`src/rtl/sdram_axi_pkg.sv`:
```
// sdram_axi_pkg: state encoding and AXI constants shared by the SDRAM line reader.
package sdram_axi_pkg;
    typedef enum logic [1:0] {IDLE, ADDR, DATA, FLUSH} state_t;
    localparam logic [1:0] AXI_BURST_INCR = 2'b01;
    localparam logic [1:0] AXI_RESP_OKAY  = 2'b00;
endpackage

```
`src/rtl/sdram_line_fifo.sv`:
```
// sdram_line_fifo: synchronous show-ahead FIFO; head word is visible on data_o whenever not empty.
module sdram_line_fifo #(
    parameter int WIDTH = 32,
    parameter int DEPTH = 32
) (
    input  logic                     clk_i,
    input  logic                     rst_i,
    input  logic                     push_i,
    input  logic [WIDTH-1:0]         data_i,
    input  logic                     pop_i,
    output logic [WIDTH-1:0]         data_o,
    output logic [$clog2(DEPTH):0]   occupancy_o,
    output logic                     full_o,
    output logic                     empty_o
);
    localparam int AW = $clog2(DEPTH);
    localparam int CW = AW + 1;
    logic [WIDTH-1:0] mem [DEPTH];
    logic [AW-1:0]    wr_ptr, rd_ptr;
    logic             do_pop;
    assign do_pop  = pop_i && !empty_o;
    assign full_o  = occupancy_o == CW'(DEPTH);
    assign empty_o = occupancy_o == '0;
    assign data_o  = empty_o ? '0 : mem[rd_ptr];
    always_ff @(posedge clk_i or negedge rst_i) begin
        if (!rst_i) begin
            wr_ptr      <= '0;
            rd_ptr      <= '0;
            occupancy_o <= '0;
        end else begin
            if (push_i) wr_ptr <= wr_ptr + 1'b1;
            if (do_pop) rd_ptr <= rd_ptr + 1'b1;
            occupancy_o <= occupancy_o + CW'(push_i) - CW'(do_pop);
        end
    end
    always_ff @(posedge clk_i) begin
        if (push_i) mem[wr_ptr] <= data_i;
    end
    // The reader reserves space before each burst, so a write into a full FIFO is a design bug.
    assert property (@(posedge clk_i) disable iff (!rst_i) !(push_i && full_o));
endmodule

```
`src/rtl/sdram_axi_line_reader.sv`:
```
// sdram_axi_line_reader: read-only AXI4 INCR burst master streaming a contiguous word block through a FIFO.
module sdram_axi_line_reader
    import sdram_axi_pkg::*;
#(
    parameter int          FIFO_DEPTH = 32,
    parameter int          BURST_LEN  = 8,
    parameter logic [3:0]  AXI_ID     = 4'd0
) (
    input  logic        clk_i,
    input  logic        rst_i,
    input  logic        start_i,
    input  logic [31:0] base_addr_i,
    input  logic [15:0] word_count_i,
    output logic        busy_o,
    output logic        done_o,
    output logic        error_o,
    output logic        outport_arvalid_o,
    input  logic        outport_arready_i,
    output logic [31:0] outport_araddr_o,
    output logic [3:0]  outport_arid_o,
    output logic [7:0]  outport_arlen_o,
    output logic [1:0]  outport_arburst_o,
    input  logic        outport_rvalid_i,
    output logic        outport_rready_o,
    input  logic [31:0] outport_rdata_i,
    input  logic [1:0]  outport_rresp_i,
    input  logic [3:0]  outport_rid_i,
    input  logic        outport_rlast_i,
    output logic        data_valid_o,
    output logic [31:0] data_o,
    input  logic        data_ready_i
);
    localparam int CW = $clog2(FIFO_DEPTH) + 1;
    state_t        state, state_nxt;
    logic [31:0]   addr;
    logic [15:0]   remaining;
    logic [CW-1:0] reserved, occupancy, free;
    logic [4:0]    cur_len, burst_len, beat;
    logic          fifo_empty, fifo_full, ar_hs, r_beat, last_beat, beat_err, pop;
    assign cur_len   = (remaining > 16'(BURST_LEN)) ? 5'(BURST_LEN) : remaining[4:0];
    assign free      = CW'(FIFO_DEPTH) - occupancy - reserved;
    assign ar_hs     = outport_arvalid_o && outport_arready_i;
    assign r_beat    = state == DATA && outport_rvalid_i;
    assign last_beat = beat + 5'd1 == burst_len;
    assign beat_err  = outport_rresp_i != AXI_RESP_OKAY || outport_rid_i != AXI_ID || outport_rlast_i != last_beat;
    assign pop       = data_valid_o && data_ready_i;
    assign data_valid_o      = !fifo_empty;
    assign outport_araddr_o  = addr;
    assign outport_arid_o    = AXI_ID;
    assign outport_arburst_o = AXI_BURST_INCR;
    always_ff @(posedge clk_i or negedge rst_i) begin
        if (!rst_i) state <= IDLE;
        else        state <= state_nxt;
    end
    // FLUSH exits on the cycle the last word leaves, so done_o lands one cycle after that handshake.
    always_comb begin
        state_nxt = state;
        case (state)
            IDLE:    if (start_i) state_nxt = word_count_i == '0 ? FLUSH : ADDR;
            ADDR:    if (ar_hs) state_nxt = DATA;
            DATA:    if (r_beat && last_beat) state_nxt = remaining != '0 ? ADDR : FLUSH;
            FLUSH:   if (fifo_empty || (occupancy == CW'(1) && pop)) state_nxt = IDLE;
            default: state_nxt = IDLE;
        endcase
    end
    always_comb begin
        outport_arvalid_o = state == ADDR && 32'(free) >= 32'(cur_len);
        outport_arlen_o   = state == ADDR ? 8'(cur_len - 5'd1) : '0;
        outport_rready_o  = state == DATA || state == IDLE;
        busy_o            = state != IDLE;
    end
    always_ff @(posedge clk_i or negedge rst_i) begin
        if (!rst_i) begin
            addr      <= '0;
            remaining <= '0;
            reserved  <= '0;
            burst_len <= '0;
            beat      <= '0;
            error_o   <= 1'b0;
            done_o    <= 1'b0;
        end else begin
            done_o <= state == FLUSH && state_nxt == IDLE;
            if (state == IDLE && start_i) begin
                addr      <= {base_addr_i[31:2], 2'b00};
                remaining <= word_count_i;
                error_o   <= 1'b0;
            end
            if (ar_hs) begin
                reserved  <= reserved + CW'(cur_len);
                addr      <= addr + {25'd0, cur_len, 2'b00};
                remaining <= remaining - 16'(cur_len);
                burst_len <= cur_len;
                beat      <= '0;
            end
            if (r_beat) begin
                reserved <= reserved - 1'b1;
                beat     <= beat + 5'd1;
                if (beat_err) error_o <= 1'b1;
            end
        end
    end
    sdram_line_fifo #(.WIDTH(32), .DEPTH(FIFO_DEPTH)) u_fifo (
        .clk_i       (clk_i),
        .rst_i       (rst_i),
        .push_i      (r_beat),
        .data_i      (outport_rdata_i),
        .pop_i       (pop),
        .data_o      (data_o),
        .occupancy_o (occupancy),
        .full_o      (fifo_full),
        .empty_o     (fifo_empty)
    );
endmodule

```
`config.mk`:
```
export PLATFORM = sky130hd
export DESIGN_NAME = sdram_axi_line_reader
export DESIGN_NICKNAME = d
export VERILOG_FILES = /design/src/rtl/sdram_axi_pkg.sv /design/src/rtl/sdram_line_fifo.sv /design/src/rtl/sdram_axi_line_reader.sv
export SDC_FILE = /design/constraint.sdc
export NUM_CORES = 1
export LEC_CHECK = 0
export CAP_MARGIN = 20
export CORE_ASPECT_RATIO = 1.5
export CORE_UTILIZATION = 63
export CTS_BUF_LIST = sky130_fd_sc_hd__clkbuf_8
export DETAILED_ROUTE_END_ITERATION = 8
export GPL_ROUTABILITY_DRIVEN = 1
export GPL_TIMING_DRIVEN = 0
export PLACE_DENSITY = 0.82
export SETUP_SLACK_MARGIN = 0.4
export SLEW_MARGIN = 5
export SYNTH_ARGS = -nofsm -noshare
export SYNTH_HDL_FRONTEND = slang
export SYNTH_SLANG_ARGS = --single-unit
```
`constraint.sdc`:
```
create_clock -name clk_i -period 4.1 [get_ports clk_i]
set_input_delay 0.82 -clock clk_i [delete_from_list [all_inputs] [get_ports clk_i]]
set_output_delay 0.82 -clock clk_i [all_outputs]
set_load 0.01 [all_outputs]
```
==> impl_metrics.py <==
metrics = {
    "status": {
        "status": "complete, but fails checks",
        "violations": "negative setup slack",
    },
    "setup_path": {
        "r2r_setup_slack_ns": 0.11,
        "cp-end-kind": "output port",
        "r2r_start": "remaining[6]",
        "start_kind": "register",
        "cp_max_fo": 6,
        "worstPathRequired_ns": 3.28,
        "critical_path_arrival_ns": 3.68,
        "setup.worst_path.class": "register to output port",
        "reg2reg_depth": 13,
        "r2r-end": "remaining[9]",
    },
    "timing": {
        "finalHoldViolCount": 0,
        "worst_pin_slew_ns": 1.23,
        "skew_ns": 0.0510,
        "layout_setup_ws_ns": -0.401,
        "rsz0062_at_grt": "true",
        "slew_headroom_pct": 17.6,
        "finalSetupViolCount": 36,
        "tns_ns": -9.62,
        "report.final.slew_viol_count": 0,
        "min_period_over_period_pct": 110,
        "fmax_ghz": 0.222,
        "finalCriticalPeriod_ns": 4.50,
    },
    "pwr": {
        "clock_power_share_pct": 22.2,
        "p_int_mw": 24.5,
        "power.total_mw": 37.6,
        "power_frac_comb_pct": 42.3,
        "power.leakage_nw": 18.4,
        "power_frac_seq_pct": 35.5,
        "power_density_nw_per_um2": 695,
        "worst_ir_drop_vdd_mv": 0.500,
        "p_switching_mw": 13.0,
        "swShare_pct": 34.6,
    },
    "floorplan": {
        "core.rowCount": 118,
        "die_w_um": 219,
        "io_pins": 177,
        "initial_utilization_pct": 64.0,
        "core_sq_um": 69400,
        "die_y_um": 327,
        "die-area_sq_um": 71600,
    },
    "global_route": {
        "overflow": 0,
        "grt_use_met1_pct": 42.5,
        "antenna_found_initial": 2,
        "grt_use_met3_pct": 8.84,
        "grt_busiest_layer": "met2",
        "grtUsageTotal_pct": 38.5,
        "grtUsageMet2_pct": 65.2,
        "grt_pass1_wl_um": 188000,
        "grt_pass1_vias": 27100,
        "grt_max_degree": 58,
    },
    "logic_synthesis": {
        "synth-edff-count": 1024,
        "synth_area_leaders": "edfxtp_1 69%, mux4_2 16%, dfrtp_1 4.6%, ha_1 1.1%, nor2_1 1.0%",
        "synth_top_area_share_pct": 69.2,
        "postSynth.asyncResetShare_pct": 7.41,
        "synth_most_common_cell": "edfxtp_1",
        "synth_top_cells_by_count": "1024 x edfxtp_1, 320 x mux4_2, 119 x nor2_1, 82 x dfrtp_1, 80 x nand2_1",
        "netlist_area_sq_um": 44400,
        "syn_avg_cell_area_sq_um": 20.7,
        "synth_area_leader_cell": "edfxtp_1",
        "synthCells": 2149,
        "synth_ff_type": "edfxtp_1",
        "ys_ff_latch": 1106,
        "yosysUniqueCellTypes": 72,
        "yosys_warnings": 0,
        "yosysSeqAreaShare_pct": 73.8,
    },
    "clock_tree": {
        "cts-root-buf": "clkbuf_8",
        "clock-sinks": 1106,
        "clockBufferDepth": 3,
        "clkLatencyLatePin_ns": 0.85,
        "cts_tree": "built",
        "cts_made_buffers": 152,
        "htree_levels": 4,
        "clk_pin_slew_ns": 0.08,
    },
    "flow_run": {
        "cap_violations": 0,
    },
    "final_layout": {
        "fillers": 3266,
        "fin_cells": 3690,
        "final_nets": 2809,
        "area_growth_pct": 21.6,
        "drive_above_1_share_pct": 34.4,
    },
    "detailed_routing": {
        "drt_iter0_drc": 4165,
        "wirelength_um": 144000,
        "dr.pass1.iters": 5,
        "vias": 26900,
        "wl_per_cell_um": 38.9,
        "drc": 0,
        "drt.antenna.violating_nets": 0,
        "viasPerCell": 7.30,
    },
    "placement": {
        "place_congestion": 0.868,
        "io_buffer_count": 166,
        "dp_hpwl_um": 76700,
        "place_inst": 3262,
        "place_ws_ns": -0.594,
    },
    "min_path": {
        "hp-class": "input pin to asynchronous set/reset pin",
    },
}
stage by stage:
step / utilization, % / area, sq um / hold WS (ns)
5_1_grt: 77.9 / 54000 / 0.485
2_1_floorplan: - / 44500 / 0.443
3_5_place_dp: 69.7 / 48400 / 0.472
3_3_place_gp: 68.1 / 47300 / 0.468
6_report: 77.9 / 54000 / 0.453
4_1_cts: 76.4 / 53000 / 0.418
cell families after synthesis:
kind of cell    count (synthesis)  share of synthesized area, %
compound gates                150                          2.40
xor+xnor                       29                         0.673
fa+ha+maj                      44                          1.31
buf+inv                       166                          1.70
flops                        1106                          73.8
mux                           355                          17.0
other cells                     2                        0.0169
simple gates                  297                          3.09
routing by layer:
| layer | routed length [um] | part of all wire (%) |
|---|---|---|
| met1 | 41500 | 29 |
| met5 | 0 | 0 |
| met4 | 12900 | 9.0 |
| met2 | 73600 | 51 |
| met3 | 15800 | 11 |
worst max-delay path: stages, from the launching register on:
cell and delay [ns]:
dfrtp_1 0.42, buf_8 0.17, buf_12 0.12, buf_16 0.16, buf_16 0.15, buf_12 0.14, buf_6 0.10, mux4_2 0.54
mux4_2 0.52, mux2i_1 0.21, nor2_2 0.10, buf_2 0.18
cell type report:
cell class	count	area, sq um	area share (%)
sequential	1106	32800	60.7
multi-input combinational	886	11600	21.4
timing repair buffer	360	4190	7.75
clock buffer	157	2160	4.00
buffer	118	1370	2.53
tap	900	1130	2.08
clock inverter	114	659	1.22
inverter	48	183	0.338
antenna	1	2.50	0.00463
what timing repair did:
item / in CTS / in global routing
endpoints found under the hold margin: 25 / 0
pin swaps: 28 / 34
gates cloned: 3 / 6
hold buffers: 1 / 0
gates resized for setup: 468 / 80
buffers inserted: 84 / 55
setup endpoints to repair: 106 / 106
power by group through the flow:
stage	logic, mW	clock network, mW	registers, mW
finish	15.9	8.35	13.3
global route	16.4	8.74	13.4
CTS	14.2	8.11	13.3
detailed placement	12.2	0	13.5
global placement	11.6	0	13.5
floorplan	7.63	0	13.4
registers in the layout, indices dropped and copies added, names as in the netlist, 6 cells and up:
name / cells
reserved: 6
outport_araddr_o: 30
u_fifo.mem: 1024
u_fifo.occupancy_o: 6
remaining: 16
cells in the final DEF, fill, tap and decap left out, types with 24 or more instances in the layout:
master,n
nand2_1,76
buf_12,42
edfxtp_1,1024
buf_4,87
buf_8,29
inv_1,96
nor2_1,82
ha_1,34
buf_16,34
clkbuf_8,177
nor2_4,34
buf_2,39
clkdlybuf4s50_1,126
dfrtp_1,82
mux2i_1,24
o21ai_0,30
mux4_2,320
clkinv_2,24
buf_6,52
how the worst max path moves through the flow:
| stage | end | from | cells past startpoint |
|---|---|---|---|
| 2_1_floorplan | outport_arvalid_o | remaining[7] | 11 |
| 3_3_place_gp | u_fifo.mem[3][11] | outport_rvalid_i | 6 |
| 3_5_place_dp | outport_arvalid_o | remaining[7] | 12 |
| 4_1_cts | outport_arvalid_o | remaining[6] | 11 |
| 5_1_grt | data_o[11] | u_fifo.rd_ptr[0] | 12 |
| 6_report | data_o[5] | u_fifo.rd_ptr[0] | 11 |
Note: power is estimated with default switching activity, not from simulation.
